`src/rtl/pin_lock_if.sv`:
```
// pin_lock_if: digit-entry and status bundle for pin_lock_fsm.
// master drives digits/code, slave returns lock status.
interface pin_lock_if #(
  parameter int DIGIT_W    = 2,
  parameter int NUM_DIGITS = 3,
  parameter int MAX_TRIES  = 3
);
  localparam int IW = (NUM_DIGITS > 1) ? $clog2(NUM_DIGITS) : 1;
  localparam int FW = $clog2(MAX_TRIES + 1);

  logic [DIGIT_W-1:0]            digit;
  logic                          digit_valid;
  logic                          clear;
  logic [NUM_DIGITS*DIGIT_W-1:0] code;
  logic                          unlock;
  logic                          lockout;
  logic                          bad_pin;
  logic [IW-1:0]                 digit_idx;
  logic [FW-1:0]                 fail_cnt;
  logic [1:0]                    state_dbg;

  modport master (
    output digit, digit_valid, clear, code,
    input  unlock, lockout, bad_pin,
    input  digit_idx, fail_cnt, state_dbg
  );

  modport slave (
    input  digit, digit_valid, clear, code,
    output unlock, lockout, bad_pin,
    output digit_idx, fail_cnt, state_dbg
  );
endinterface

```
`src/rtl/pin_lock_fsm.sv`:
```
// pin_lock_fsm: PIN-entry lock with failure counting and lockout.
// Optional inter-digit timeout built when PIN_LOCK_TIMEOUT_EN is defined.
module pin_lock_fsm #(
  parameter int DIGIT_W        = 2,
  parameter int NUM_DIGITS     = 3,
  parameter int MAX_TRIES      = 3,
  parameter int UNLOCK_CYCLES  = 4,
  parameter int LOCKOUT_CYCLES = 8,
  parameter int TIMEOUT_CYCLES = 16
) (
  input logic       clk,
  input logic       rst,
  pin_lock_if.slave bus
);
  localparam int IW = (NUM_DIGITS > 1) ? $clog2(NUM_DIGITS) : 1;
  localparam int FW = $clog2(MAX_TRIES + 1);
  localparam int M1 = (UNLOCK_CYCLES > LOCKOUT_CYCLES)
                    ? UNLOCK_CYCLES : LOCKOUT_CYCLES;
  localparam int MX = (M1 > TIMEOUT_CYCLES) ? M1 : TIMEOUT_CYCLES;
  localparam int TW = $clog2(MX + 1);

  typedef enum logic [1:0] {
    ENTRY   = 2'b00,
    OPEN    = 2'b01,
    LOCKOUT = 2'b10
  } st_t;

  st_t           st, st_n;
  logic [IW-1:0] idx, idx_n;
  logic          mis, mis_n;
  logic [FW-1:0] fail, fail_n;
  logic [TW-1:0] tmr, tmr_n;
  logic          bad, bad_n;

  logic [DIGIT_W-1:0] exp_d;
  logic               last;
  logic               mis_now;

  // expected digit for the current position, read live from code
  always_comb begin
    exp_d = '0;
    for (int k = 0; k < NUM_DIGITS; k++)
      if (idx == IW'(k))
        exp_d = bus.code[k*DIGIT_W +: DIGIT_W];
  end

  assign last    = (idx == IW'(NUM_DIGITS - 1));
  assign mis_now = mis | (bus.digit != exp_d);

  // state, counters and registered pulse
  always_ff @(posedge clk or posedge rst) begin
    if (rst) begin
      st   <= ENTRY;
      idx  <= '0;
      mis  <= 1'b0;
      fail <= '0;
      tmr  <= '0;
      bad  <= 1'b0;
    end else begin
      st   <= st_n;
      idx  <= idx_n;
      mis  <= mis_n;
      fail <= fail_n;
      tmr  <= tmr_n;
      bad  <= bad_n;
    end
  end

  // next-state: judge only after the final digit
  always_comb begin
    st_n   = st;
    idx_n  = idx;
    mis_n  = mis;
    fail_n = fail;
    tmr_n  = '0;
    bad_n  = 1'b0;
    unique case (st)
      ENTRY: begin
        if (bus.clear) begin
          idx_n = '0;
          mis_n = 1'b0;
        end else if (bus.digit_valid) begin
          if (last) begin
            idx_n = '0;
            mis_n = 1'b0;
            if (!mis_now) begin
              st_n   = OPEN;
              fail_n = '0;
            end else begin
              bad_n = 1'b1;
              if (fail == FW'(MAX_TRIES - 1)) begin
                fail_n = FW'(MAX_TRIES);
                st_n   = LOCKOUT;
              end else begin
                fail_n = fail + FW'(1);
              end
            end
          end else begin
            idx_n = idx + IW'(1);
            mis_n = mis_now;
          end
        end
`ifdef PIN_LOCK_TIMEOUT_EN
        else if (idx != '0) begin
          if (tmr == TW'(TIMEOUT_CYCLES - 1)) begin
            idx_n = '0;
            mis_n = 1'b0;
          end else begin
            tmr_n = tmr + TW'(1);
          end
        end
`else
        else begin
          tmr_n = '0;
        end
`endif
      end
      OPEN: begin
        if (bus.clear || tmr == TW'(UNLOCK_CYCLES - 1))
          st_n = ENTRY;
        else
          tmr_n = tmr + TW'(1);
      end
      LOCKOUT: begin
        if (tmr == TW'(LOCKOUT_CYCLES - 1)) begin
          st_n   = ENTRY;
          fail_n = '0;
        end else begin
          tmr_n = tmr + TW'(1);
        end
      end
      default: st_n = ENTRY;
    endcase
  end

  assign bus.unlock    = (st == OPEN);
  assign bus.lockout   = (st == LOCKOUT);
  assign bus.bad_pin   = bad;
  assign bus.digit_idx = idx;
  assign bus.fail_cnt  = fail;
  assign bus.state_dbg = st;
endmodule

```
`src/flat_wrapper.sv`:
```
// flat-port wrapper written by rule: the top's interface ports become plain ports
module pin_lock_fsm_flat 
#(
  parameter int DIGIT_W        = 2,
  parameter int NUM_DIGITS     = 3,
  parameter int MAX_TRIES      = 3,
  parameter int UNLOCK_CYCLES  = 4,
  parameter int LOCKOUT_CYCLES = 8,
  parameter int TIMEOUT_CYCLES = 16
)
  (clk, rst, bus_digit, bus_digit_valid, bus_clear, bus_code, bus_unlock, bus_lockout, bus_bad_pin, bus_digit_idx, bus_fail_cnt, bus_state_dbg);
  pin_lock_if #(.DIGIT_W(DIGIT_W), .NUM_DIGITS(NUM_DIGITS), .MAX_TRIES(MAX_TRIES)) bus_i ();
  input logic clk;
  input logic rst;
  input wire logic [$bits(bus_i.digit)-1:0] bus_digit;
  input wire logic [$bits(bus_i.digit_valid)-1:0] bus_digit_valid;
  input wire logic [$bits(bus_i.clear)-1:0] bus_clear;
  input wire logic [$bits(bus_i.code)-1:0] bus_code;
  output wire logic [$bits(bus_i.unlock)-1:0] bus_unlock;
  output wire logic [$bits(bus_i.lockout)-1:0] bus_lockout;
  output wire logic [$bits(bus_i.bad_pin)-1:0] bus_bad_pin;
  output wire logic [$bits(bus_i.digit_idx)-1:0] bus_digit_idx;
  output wire logic [$bits(bus_i.fail_cnt)-1:0] bus_fail_cnt;
  output wire logic [$bits(bus_i.state_dbg)-1:0] bus_state_dbg;
  assign bus_i.digit = bus_digit;
  assign bus_i.digit_valid = bus_digit_valid;
  assign bus_i.clear = bus_clear;
  assign bus_i.code = bus_code;
  assign bus_unlock = bus_i.unlock;
  assign bus_lockout = bus_i.lockout;
  assign bus_bad_pin = bus_i.bad_pin;
  assign bus_digit_idx = bus_i.digit_idx;
  assign bus_fail_cnt = bus_i.fail_cnt;
  assign bus_state_dbg = bus_i.state_dbg;
  pin_lock_fsm #(.DIGIT_W(DIGIT_W), .NUM_DIGITS(NUM_DIGITS), .MAX_TRIES(MAX_TRIES), .UNLOCK_CYCLES(UNLOCK_CYCLES), .LOCKOUT_CYCLES(LOCKOUT_CYCLES), .TIMEOUT_CYCLES(TIMEOUT_CYCLES)) u_core (.clk(clk), .rst(rst), .bus(bus_i));
endmodule
```
`config.mk`:
```
export PLATFORM = sky130hd
export DESIGN_NAME = pin_lock_fsm_flat
export DESIGN_NICKNAME = d
export VERILOG_FILES = /design/src/rtl/pin_lock_if.sv /design/src/rtl/pin_lock_fsm.sv /design/src/flat_wrapper.sv
export SDC_FILE = /design/constraint.sdc
export NUM_CORES = 1
export LEC_CHECK = 0
export BUFFER_PORTS_ARGS = -buffer_cell sky130_fd_sc_hd__buf_2
export CELL_PAD_IN_SITES_DETAIL_PLACEMENT = 2
export CELL_PAD_IN_SITES_GLOBAL_PLACEMENT = 2
export CORE_UTILIZATION = 25
export CTS_CLUSTER_DIAMETER = 200
export DETAILED_ROUTE_END_ITERATION = 6
export GPL_TIMING_DRIVEN = 1
export PLACE_DENSITY = 0.67
export SYNTH_ARGS = -nofsm -noshare
export SYNTH_HDL_FRONTEND = slang
export SYNTH_SLANG_ARGS = --single-unit
```
`constraint.sdc`:
```
create_clock -name clk -period 2 [get_ports clk]
set_clock_uncertainty 0.2 [all_clocks]
set_input_delay 0.1 -clock clk [delete_from_list [all_inputs] [get_ports clk]]
set_output_delay 0.1 -clock clk [all_outputs]
set_load 0.01 [all_outputs]
```
==> results of run 1 <==
## worst register-to-register path, stage by stage, from the launching register on
cell and delay, ns:
dfrtp_2 0.42, inv_2 0.07, ha_4 0.12, nand2b_1 0.10
and3_4 0.20, or3_4 0.37, a31o_1 0.18, a32o_1 0.25
## cells in the final DEF (no fill, tap or decap), types with 2 or more instances in the layout
cell type / Yosys / routed
xor2_1: 2 / 2
and2_1: 4 / 4
mux2i_1: 2 / 2
nand3b_1: 3 / 3
a32o_1: 4 / 4
nor3b_1: 2 / 2
nand2b_1: 3 / 3
a21oi_1: 2 / 2
dfrtp_2: 0 / 2
clkbuf_4: 0 / 3
buf_2: 0 / 20
nor2b_1: 3 / 2
dfrtp_1: 13 / 11
o21ai_0: 5 / 3
ha_4: 0 / 2
nand2_1: 3 / 3
xnor2_1: 2 / 2
o21ai_1: 1 / 3
or3_4: 0 / 2
inv_1: 6 / 5
ha_1: 5 / 2
nor2_1: 3 / 3
nand3_1: 2 / 2
buf_4: 0 / 10
## path summary, 6_finish.rpt
kind	start	to	slack [ns]	cells past startpoint
max	u_core.bus.state_dbg[1]$_DFFE_PP0P_	u_core.bus.state_dbg[1]$_DFFE_PP0P_	-0.005	7
min	bus_digit_valid	u_core.mis$_DFFE_PP0P_	0.09	4
max reg2reg	u_core.bus.state_dbg[1]$_DFFE_PP0P_	u_core.bus.state_dbg[1]$_DFFE_PP0P_	-0.005	7
min reg2reg	u_core.tmr[0]$_DFF_PP0_	u_core.tmr[0]$_DFF_PP0_	0.35	2
max in group asynchronous	rst	u_core.bus.digit_idx[0]$_DFFE_PP0P_	1.02	3
min in group asynchronous	rst	u_core.tmr[1]$_DFF_PP0_	0.19	3
## registers in the layout, indices dropped and copies added (netlist names)
register and cells:
u_core.tmr 5, u_core.bus.digit_idx 2, u_core.bus.fail_cnt 2, u_core.bus.state_dbg 2
u_core.bus.bad_pin 1, u_core.mis 1
## per-stage QoR
step                      instance area [um2]  total power, mW
after floorplan                           846            0.733
after global placement                   1060            0.901
after detailed placement                 1060            0.926
after CTS                                1100             1.11
after global routing                     1130             1.21
final                                    1130             1.11
## synth_stat cells
library cell and number:
a211oi_1 1, a21oi_1 2, a22o_1 1, a31o_1 1, a32o_1 4, and2_1 4
and2b_1 1, and3_1 2, buf_6 1, dfrtp_1 13, ha_1 5, inv_1 6
mux2_2 1, mux2i_1 2, nand2_1 3, nand2b_1 3, nand3_1 2, nand3b_1 3
nor2_1 3, nor2b_1 3, nor3_1 2, nor3b_1 2, o211ai_1 1, o21ai_0 5
o21ai_1 1, o21bai_1 1, o31ai_1 1, or3_1 2, or3b_2 1, or4b_1 1
xnor2_1 2, xor2_1 2
## power by group through the flow
| stage | clock network [mW] | registers (mW) | logic (mW) |
|---|---|---|---|
| 2_1_floorplan | 0 | 0.403 | 0.330 |
| 3_3_place_gp | 0 | 0.399 | 0.502 |
| 3_5_place_dp | 0 | 0.404 | 0.522 |
| 4_1_cts | 0.183 | 0.400 | 0.532 |
| 5_1_grt | 0.192 | 0.418 | 0.602 |
| 6_report | 0.178 | 0.399 | 0.536 |
## area by class of cell
class	count	area share (%)
sequential	13	28.9
clock buffer	4	2.32
multi-input combinational	62	45.6
tap	44	4.85
inverter	6	1.98
timing repair buffer	31	16.3
## logic make-up (layout without fill, tap and decap cells)
kind of cell	count (synthesis)	in the layout
and+or+nand+nor	32	32
AOI/OAI and AO/OA	18	18
DFF	13	13
buffers and inverters	7	41
adders and majority gates	5	5
xor gates and xnor gates	4	4
muxes	3	3
## per-layer routing
| metal | share of wire (%) | vias to the layer above | track usage [%] |
|---|---|---|---|
| li1 | - | 361 | - |
| met1 | 43 | 373 | 16.3 |
| met2 | 53 | 15 | 27.3 |
| met3 | 3.4 | 2 | 2.42 |
| met4 | 0.75 | 0 | 5.10 |
| met5 | 0 | - | 0 |
## what timing repair did
action                                  in CTS  in global routing
hold endpoints to repair                    13                  0
pin swaps                                    1                  1
hold buffers                                 1                  0
resized for setup                            3                  7
endpoints found under the setup margin       9                  9
setup buffers                                0                  1
==> impl_metrics.ini, run 1 <==
[pwr]
vdd_drop_max_mv = 0.208
netSwitchingFraction_pct = 39.6
leakage_nw = 0.528
p_comb_share_pct = 48.1
seqPwrFrac_pct = 35.9
pwr-share-clk_pct = 16.0
pwr_density_cell_mw_per_mm2 = 981
p_sw_mw = 0.440
p_int_mw = 0.673

[placement]
dp_hpwl_um = 1800
placed_cells = 154
gp_congestion = 0.742
preCtsSetupSlack_ns = -0.0662
port_buffers = 20

[grt]
grt.total_usage_pct = 14.5
grt_pass1_vias = 858
antenna_found_initial = 0
grt_first_pass_wirelength_um = 3730
grt_max_degree = 14
grt_overflow = 0

[clock_tree]
insertion_delay_ns = 0.28
clockBufferDepth = 2
clock-sinks = 13
cts_buffers = 3
htree_levels = 1
cts_tree = yes
clk_pin_slew_worst_paths_ns = 0.09
root_buffer = clkbuf_4

[worst_setup_path]
critPathBufInv = 1
cp-end-kind = flip-flop
critPathMaxStageDelay_ns = 0.42
cp_slowest_cell = dfrtp_2
worstPathCellList = inv_2, ha_4, nand2b_1, and3_4, or3_4, a31o_1, a32o_1
crit_family = simple AND/OR/NAND/NOR gates
critPathKind = flip-flop to flip-flop
cp_max_fo = 3
arrival_ns = 1.99
worst_setup_path_start_kind = flip-flop
worstPathRequired_ns = 1.98

[route]
vias = 751
drt_wl_total_um = 2280
ant_nets = 0
drc_errors = 0
drt_pre_antenna_iters = 2
vias_per_cell = 4.69
drt_iter0_drc = 23
avgRoutedWirePerCell_um = 14.3

[finish]
syn_to_final_growth_pct = 40.2
fillCellCount = 363
nNetsFinal = 134
diodes = 0
multiInputGateArea_um2 = 518
final_util_pct = 37.2
drive_gt1_share_pct = 40.5
regArea_um2 = 328
final_cell_count_no_fill = 160

[die]
rows = 20
dieArea_mm2 = 0.00347
die_h_um = 58.9
core_mm2 = 0.00305
start_util_pct = 26.5
die_width_um = 58.9
io_pins = 21

[yosys]
synth_area_leaders = dfrtp_1 40%, ha_1 7.7%, a32o_1 4.9%, and2_1 3.1%, o21ai_0 3.1%
synth_cells = 82
ys_warn_count = 0
synth.area.mux_share_pct = 3.86
syn-cell-area_um2 = 810
synth_fa_ha_area_share_pct = 7.73
synth-compound-area-share_pct = 15.8
synth-simple-area-share_pct = 24.0
ys_ff_latch = 13
synth_xor_area_share_pct = 4.33
syn-num-nets = 99
synth_top_family_by_area = simple AND/OR/NAND/NOR gates
synth_area_leader_cell = dfrtp_1
synth_cell_types = 32
synth_top_area_share_pct = 40.2
yosysSeqAreaShare_pct = 40.2
avgSynthCellArea_um2 = 9.87

[timing]
fin_ws_ns = -0.00526
slew_viol_final = 0
post-route-period-util_pct = 100
setup_viol = 1
timing.hold.ws_ns = 0.0862
period_needed_ns = 2.01
hold_viol = 0
worst_pin_slew_ns = 0.546
rsz0062_at_grt = yes
tns_ns = -0.00526
fmax_mhz = 499
max_slew_margin_pct = 63.5

[status]
violations = negative setup slack
outcome = complete, but fails checks

[run]
max_cap_violations = 0

[hold_path]
hp-class = primary input to flip-flop
(Power assumes the default switching activity.)
==> inputs of run 2 (changes only) <==
--- a/config.mk
+++ b/config.mk
@@ -9,6 +9,7 @@
 export CELL_PAD_IN_SITES_DETAIL_PLACEMENT = 2
 export CELL_PAD_IN_SITES_GLOBAL_PLACEMENT = 2
 export CORE_UTILIZATION = 25
+export CTS_BUF_LIST = sky130_fd_sc_hd__clkbuf_2 sky130_fd_sc_hd__clkbuf_4 sky130_fd_sc_hd__clkbuf_8
 export CTS_CLUSTER_DIAMETER = 200
 export DETAILED_ROUTE_END_ITERATION = 6
 export GPL_TIMING_DRIVEN = 1
==> constraint.sdc (replaced) <==
create_clock -name clk -period 2 [get_ports clk]
set_clock_uncertainty 0.2 [all_clocks]
set_input_delay 0.2 -clock clk [delete_from_list [all_inputs] [get_ports clk]]
set_output_delay 0.2 -clock clk [all_outputs]
set_load 0.01 [all_outputs]
==> run 2 against run 1 <==
- the flow still finishes with violations (negative setup slack)
- cell count is the same
- routed wire length up 0.96%
- combinational power is essentially flat
- via count fell by 0.67%
- setup slack hardly changed
- power is 1.7% higher
- critical path depth unchanged
- non-clock buffer count stayed put
- highest routed layer unchanged
==> impl_metrics.ini, run 2 (same netlist as run 1, synthesis figures left out) <==
[die]
dieArea_mm2 = 0.00347
die_width_um = 58.9
core_mm2 = 0.00305
io_pins = 21
die_h_um = 58.9
rows = 20
start_util_pct = 26.5

[route]
ant_nets = 0
drt_pre_antenna_iters = 2
drt_wl_total_um = 2300
drc_errors = 0
avgRoutedWirePerCell_um = 14.4
vias = 746
vias_per_cell = 4.66
drt_iter0_drc = 27

[timing]
fmax_mhz = 499
post-route-period-util_pct = 100
max_slew_margin_pct = 63.5
period_needed_ns = 2.00
rsz0062_at_grt = yes
slew_viol_final = 0
fin_ws_ns = -0.00479
setup_viol = 1
worst_pin_slew_ns = 0.546
hold_viol = 0
tns_ns = -0.00479

[worst_setup_path]
critPathKind = flip-flop to flip-flop
worst_setup_path_start_kind = flip-flop
cp-end-kind = flip-flop
critPathMaxStageDelay_ns = 0.42
arrival_ns = 2.00
cp_slowest_cell = dfrtp_2
crit_start = u_core.bus.state_dbg[1]$_DFFE_PP0P_
worstPathCellList = inv_2, ha_4, nand2b_1, and3_4, or3_4, a31o_1, a32o_1
cp_max_fo = 3
worstPathRequired_ns = 1.99
rr_startpoint = u_core.bus.state_dbg[1]$_DFFE_PP0P_
critPathBufInv = 1
crit_family = simple AND/OR/NAND/NOR gates

[grt]
antenna_found_initial = 0
grt_first_pass_wirelength_um = 3750
grt_overflow = 0
grt_pass1_vias = 858
grt_max_degree = 14
grt.total_usage_pct = 14.9

[clock_tree]
clock-sinks = 13
cts_tree = yes
insertion_delay_ns = 0.30
clockBufferDepth = 2
cts_buffers = 3
clk_pin_slew_worst_paths_ns = 0.09
htree_levels = 1
root_buffer = clkbuf_4

[finish]
diodes = 0
nNetsFinal = 134
drive_gt1_share_pct = 41.4
final_common_cell = buf_2
regArea_um2 = 328
top_register = u_core.tmr
final_cell_area_mm2 = 0.00114
largest_reg_flops = 5
final_cell_mix = 20 x buf_2, 11 x dfrtp_1, 10 x buf_4, 5 x inv_1
fillCellCount = 361
final_cell_count_no_fill = 160
syn_to_final_growth_pct = 40.6
multiInputGateArea_um2 = 518

[placement]
dp_hpwl_um = 1800
gp_congestion = 0.742
placed_area_mm2 = 0.00106
placed_cells = 154
port_buffers = 20

[pwr]
power.total_mw = 1.13
pwr_density_cell_mw_per_mm2 = 995
vdd_drop_max_mv = 0.197
leakage_nw = 0.531

[status]
violations = negative setup slack
outcome = complete, but fails checks

[hold_path]
hp-class = primary input to flip-flop
hold_start = bus_digit_valid

[run]
max_cap_violations = 0
-- run 2: cell types whose count changed in the layout (fill, tap and decap cells not counted) --
cell,before,now
clkbuf_4,3,4
clkbuf_1,1,0
-- run 2: worst min-delay path: cells and delay by family --
kind            cells  cell delay [ns]
simple gates        1             0.11
compound gates      1             0.15
buf+inv             2             0.18
-- run 2: path summary, 6_finish.rpt --
| check | to | slack (ns) | depth (start not counted) |
|---|---|---|---|
| setup / recovery | u_core.bus.state_dbg[1]$_DFFE_PP0P_ | -0.005 | 7 |
| hold / removal | u_core.mis$_DFFE_PP0P_ | 0.18 | 4 |
| setup reg to reg | u_core.bus.state_dbg[1]$_DFFE_PP0P_ | -0.005 | 7 |
| hold reg to reg | u_core.tmr[0]$_DFF_PP0_ | 0.35 | 2 |
| max in group asynchronous | u_core.bus.digit_idx[0]$_DFFE_PP0P_ | 0.93 | 3 |
| min in group asynchronous | u_core.tmr[1]$_DFF_PP0_ | 0.28 | 3 |
-- run 2: metal layers --
metal  up-vias  GRT usage (%)  routed length, um
li1        360              -                  -
met1       369           16.3                973
met2        15           27.3               1210
met3         2           2.42                 77
met4         0           8.16                 38
met5         -              0                  0
-- run 2: where the power goes --
group | internal [mW] | switching (mW) | total [mW]
Sequential | 0.324 | 0.0751 | 0.399
Clock | 0.0914 | 0.106 | 0.197
Combinational | 0.271 | 0.265 | 0.536
-- run 2: cell type report --
cell class / instances / share of cell area [%]
Inverter: 6 / 1.98
Timing Repair Buffer: 31 / 16.3
Multi-Input combinational cell: 62 / 45.5
Tap cell: 44 / 4.84
Sequential cell: 13 / 28.8
Clock buffer: 4 / 2.64
-- run 2: metrics by stage --
stage	util, %	hold slack [ns]	setup WS, ns
floorplan	-	-0.123	0.0222
global placement	34.6	0.0816	-0.0119
detailed placement	34.6	0.0731	-0.0662
CTS	36.3	0.163	-0.0228
global route	37.3	0.209	-0.0773
finish	37.3	0.175	-0.00479
-- run 2: timing repair --
action / 4_1_cts / 5_1_grt
hold buffers: 1 / 0
hold endpoints to repair: 13 / 0
setup endpoints to repair: 9 / 9
buffers inserted: 0 / 1
pin swaps: 1 / 1
resized for setup: 3 / 7
==> inputs of run 3 (changes only) <==
--- a/config.mk
+++ b/config.mk
@@ -12,8 +12,9 @@
 export CTS_BUF_LIST = sky130_fd_sc_hd__clkbuf_2 sky130_fd_sc_hd__clkbuf_4 sky130_fd_sc_hd__clkbuf_8
 export CTS_CLUSTER_DIAMETER = 200
 export DETAILED_ROUTE_END_ITERATION = 6
+export GPL_ROUTABILITY_DRIVEN = 0
 export GPL_TIMING_DRIVEN = 1
-export PLACE_DENSITY = 0.67
+export PLACE_DENSITY = 0.64
 export SYNTH_ARGS = -nofsm -noshare
 export SYNTH_HDL_FRONTEND = slang
 export SYNTH_SLANG_ARGS = --single-unit
==> constraint.sdc (replaced) <==
create_clock -name clk -period 2.11 [get_ports clk]
set_clock_uncertainty 0.2 [all_clocks]
set_input_delay 0.211 -clock clk [delete_from_list [all_inputs] [get_ports clk]]
set_output_delay 0.211 -clock clk [all_outputs]
set_load 0.01 [all_outputs]
==> run 3 against run 2 <==
- the flow now finishes without violations
- setup slack improved by 0.048 ns
- core utilization shrank 1.9 points
- cell count shrank 1.3%
- worst hold slack improved by 0.014 ns
- fmax down 3.0%
- sequential share of layout area rose by 1.5 points
- routed wire length decreased by 7.9%
- final area fell by 5.2%
- non-clock buffer count is 2 lower
- critical endpoint unchanged
- largest power group unchanged
==> impl_metrics.ini, run 3 (same netlist as run 1, synthesis figures left out) <==
[status]
outcome = complete, no violations

[route]
vias = 750
vias_per_cell = 4.75
drt_pre_antenna_iters = 4
avgRoutedWirePerCell_um = 13.4
ant_nets = 0
drt_wl_total_um = 2120
drt_iter0_drc = 11
drc_errors = 0

[pwr]
leakage_nw = 0.516
netSwitchingFraction_pct = 38.5
p_int_mw = 0.622
pwr-share-clk_pct = 17.4
pwr_density_cell_mw_per_mm2 = 938
p_comb_share_pct = 45.1
seqPwrFrac_pct = 37.5
p_sw_mw = 0.390
vdd_drop_max_mv = 0.251

[worst_setup_path]
critPathBufInv = 0
cp_max_fo = 4
r2r_setup_slack_ns = 0.04
cp-end-kind = flip-flop
worstPathCellList = ha_2, nor3b_1, and3_1, or3_4, a31o_1, a32o_1
critPathKind = flip-flop to flip-flop
worstPathRequired_ns = 2.09
cp_slowest_cell = dfrtp_1
crit_family = simple AND/OR/NAND/NOR gates
critPathMaxStageDelay_ns = 0.39
arrival_ns = 2.05
worst_setup_path_start_kind = flip-flop

[clock_tree]
cts_buffers = 3
insertion_delay_ns = 0.29
clock-sinks = 13
htree_levels = 1
root_buffer = clkbuf_4
clockBufferDepth = 2
clk_pin_slew_worst_paths_ns = 0.09
cts_tree = yes
post_cts_buffers = 0

[finish]
syn_to_final_growth_pct = 33.4
fillCellCount = 371
regArea_um2 = 327
multiInputGateArea_um2 = 475
nNetsFinal = 132
drive_gt1_share_pct = 35.1
final_common_cell = buf_2
largest_reg_flops = 5
final_util_pct = 35.4
final_cell_mix = 20 x buf_2, 12 x dfrtp_1, 8 x buf_4, 5 x o21ai_0, 5 x inv_1
top_register = u_core.tmr
diodes = 0

[timing]
period_needed_ns = 2.07
fmax_mhz = 484
setup_viol = 0
rsz0062_at_grt = yes
fin_ws_ns = 0.0433
worst_pin_slew_ns = 0.520
max_slew_margin_pct = 65.3
slew_viol_final = 0
post-route-period-util_pct = 98.0
tns_ns = 0
timing.hold.ws_ns = 0.189
hold_viol = 0

[die]
die_width_um = 58.9
dieArea_mm2 = 0.00347
core_mm2 = 0.00305
start_util_pct = 26.5
io_pins = 21
die_h_um = 58.9
rows = 20

[run]
max_cap_violations = 0

[grt]
grt_first_pass_wirelength_um = 3590
grt_max_degree = 14
grt.total_usage_pct = 14.3
antenna_found_initial = 0
grt_overflow = 0
grt_pass1_vias = 807

[placement]
dp_hpwl_um = 1720
preCtsSetupSlack_ns = -0.00682
port_buffers = 20

[hold_path]
hp-class = primary input to flip-flop
-- run 3: routing by layer --
metal / up-vias / wire length [um] / global-route usage, % / share of wire (%)
met5: - / 0 / 0 / 0
met2: 16 / 1120 / 25.8 / 53
met3: 5 / 85 / 2.20 / 4.0
met1: 371 / 868 / 15.9 / 41
met4: 0 / 48 / 8.16 / 2.3
li1: 358 / - / - / -
-- run 3: repair_timing --
item	4_1_cts	5_1_grt
hold buffers	1	0
endpoints found under the hold margin	13	0
gates resized for setup	1	4
gates cloned	0	0
endpoints found under the setup margin	1	5
-- run 3: path summary, 6_finish.rpt --
| path | start | endpoint | cells after the start |
|---|---|---|---|
| min | bus_digit_valid | u_core.mis$_DFFE_PP0P_ | 4 |
| min in group asynchronous | rst | u_core.mis$_DFFE_PP0P_ | 3 |
| max reg2reg | u_core.tmr[0]$_DFF_PP0_ | u_core.bus.state_dbg[1]$_DFFE_PP0P_ | 6 |
| max in group asynchronous | rst | u_core.bus.digit_idx[0]$_DFFE_PP0P_ | 3 |
| min reg2reg | u_core.tmr[0]$_DFF_PP0_ | u_core.tmr[0]$_DFF_PP0_ | 2 |
| max | u_core.tmr[0]$_DFF_PP0_ | u_core.bus.state_dbg[1]$_DFFE_PP0P_ | 6 |
-- run 3: power by group through the flow --
stage	sequential [mW]	clock, mW	combinational (mW)
floorplan	0.382	0	0.301
global placement	0.380	0	0.447
detailed placement	0.383	0	0.462
CTS	0.379	0.186	0.465
global route	0.390	0.195	0.520
finish	0.380	0.176	0.457
-- run 3: worst register-to-register path, cell delays in order, from the launching register on --
cell     delay [ns]
dfrtp_1        0.39
ha_2           0.20
nor3b_1        0.15
and3_1         0.18
or3_4          0.39
a31o_1         0.21
a32o_1         0.24
-- run 3: stage by stage --
stage                     std cells  power (mW)  cell area [um2]
after CTS                       158        1.03             1070
after detailed placement        153       0.845             1030
after global routing            158        1.10             1080
after global placement          153       0.827             1030
final                           158        1.01             1080
after floorplan                  82       0.683              822
-- run 3: cell type report --
| type | count | share of cell area [%] |
|---|---|---|
| inverter | 6 | 2.09 |
| sequential | 13 | 30.2 |
| clock buffer | 4 | 2.78 |
| multi-input combinational | 62 | 44.0 |
| tap | 44 | 5.10 |
| timing repair buffer | 29 | 15.8 |
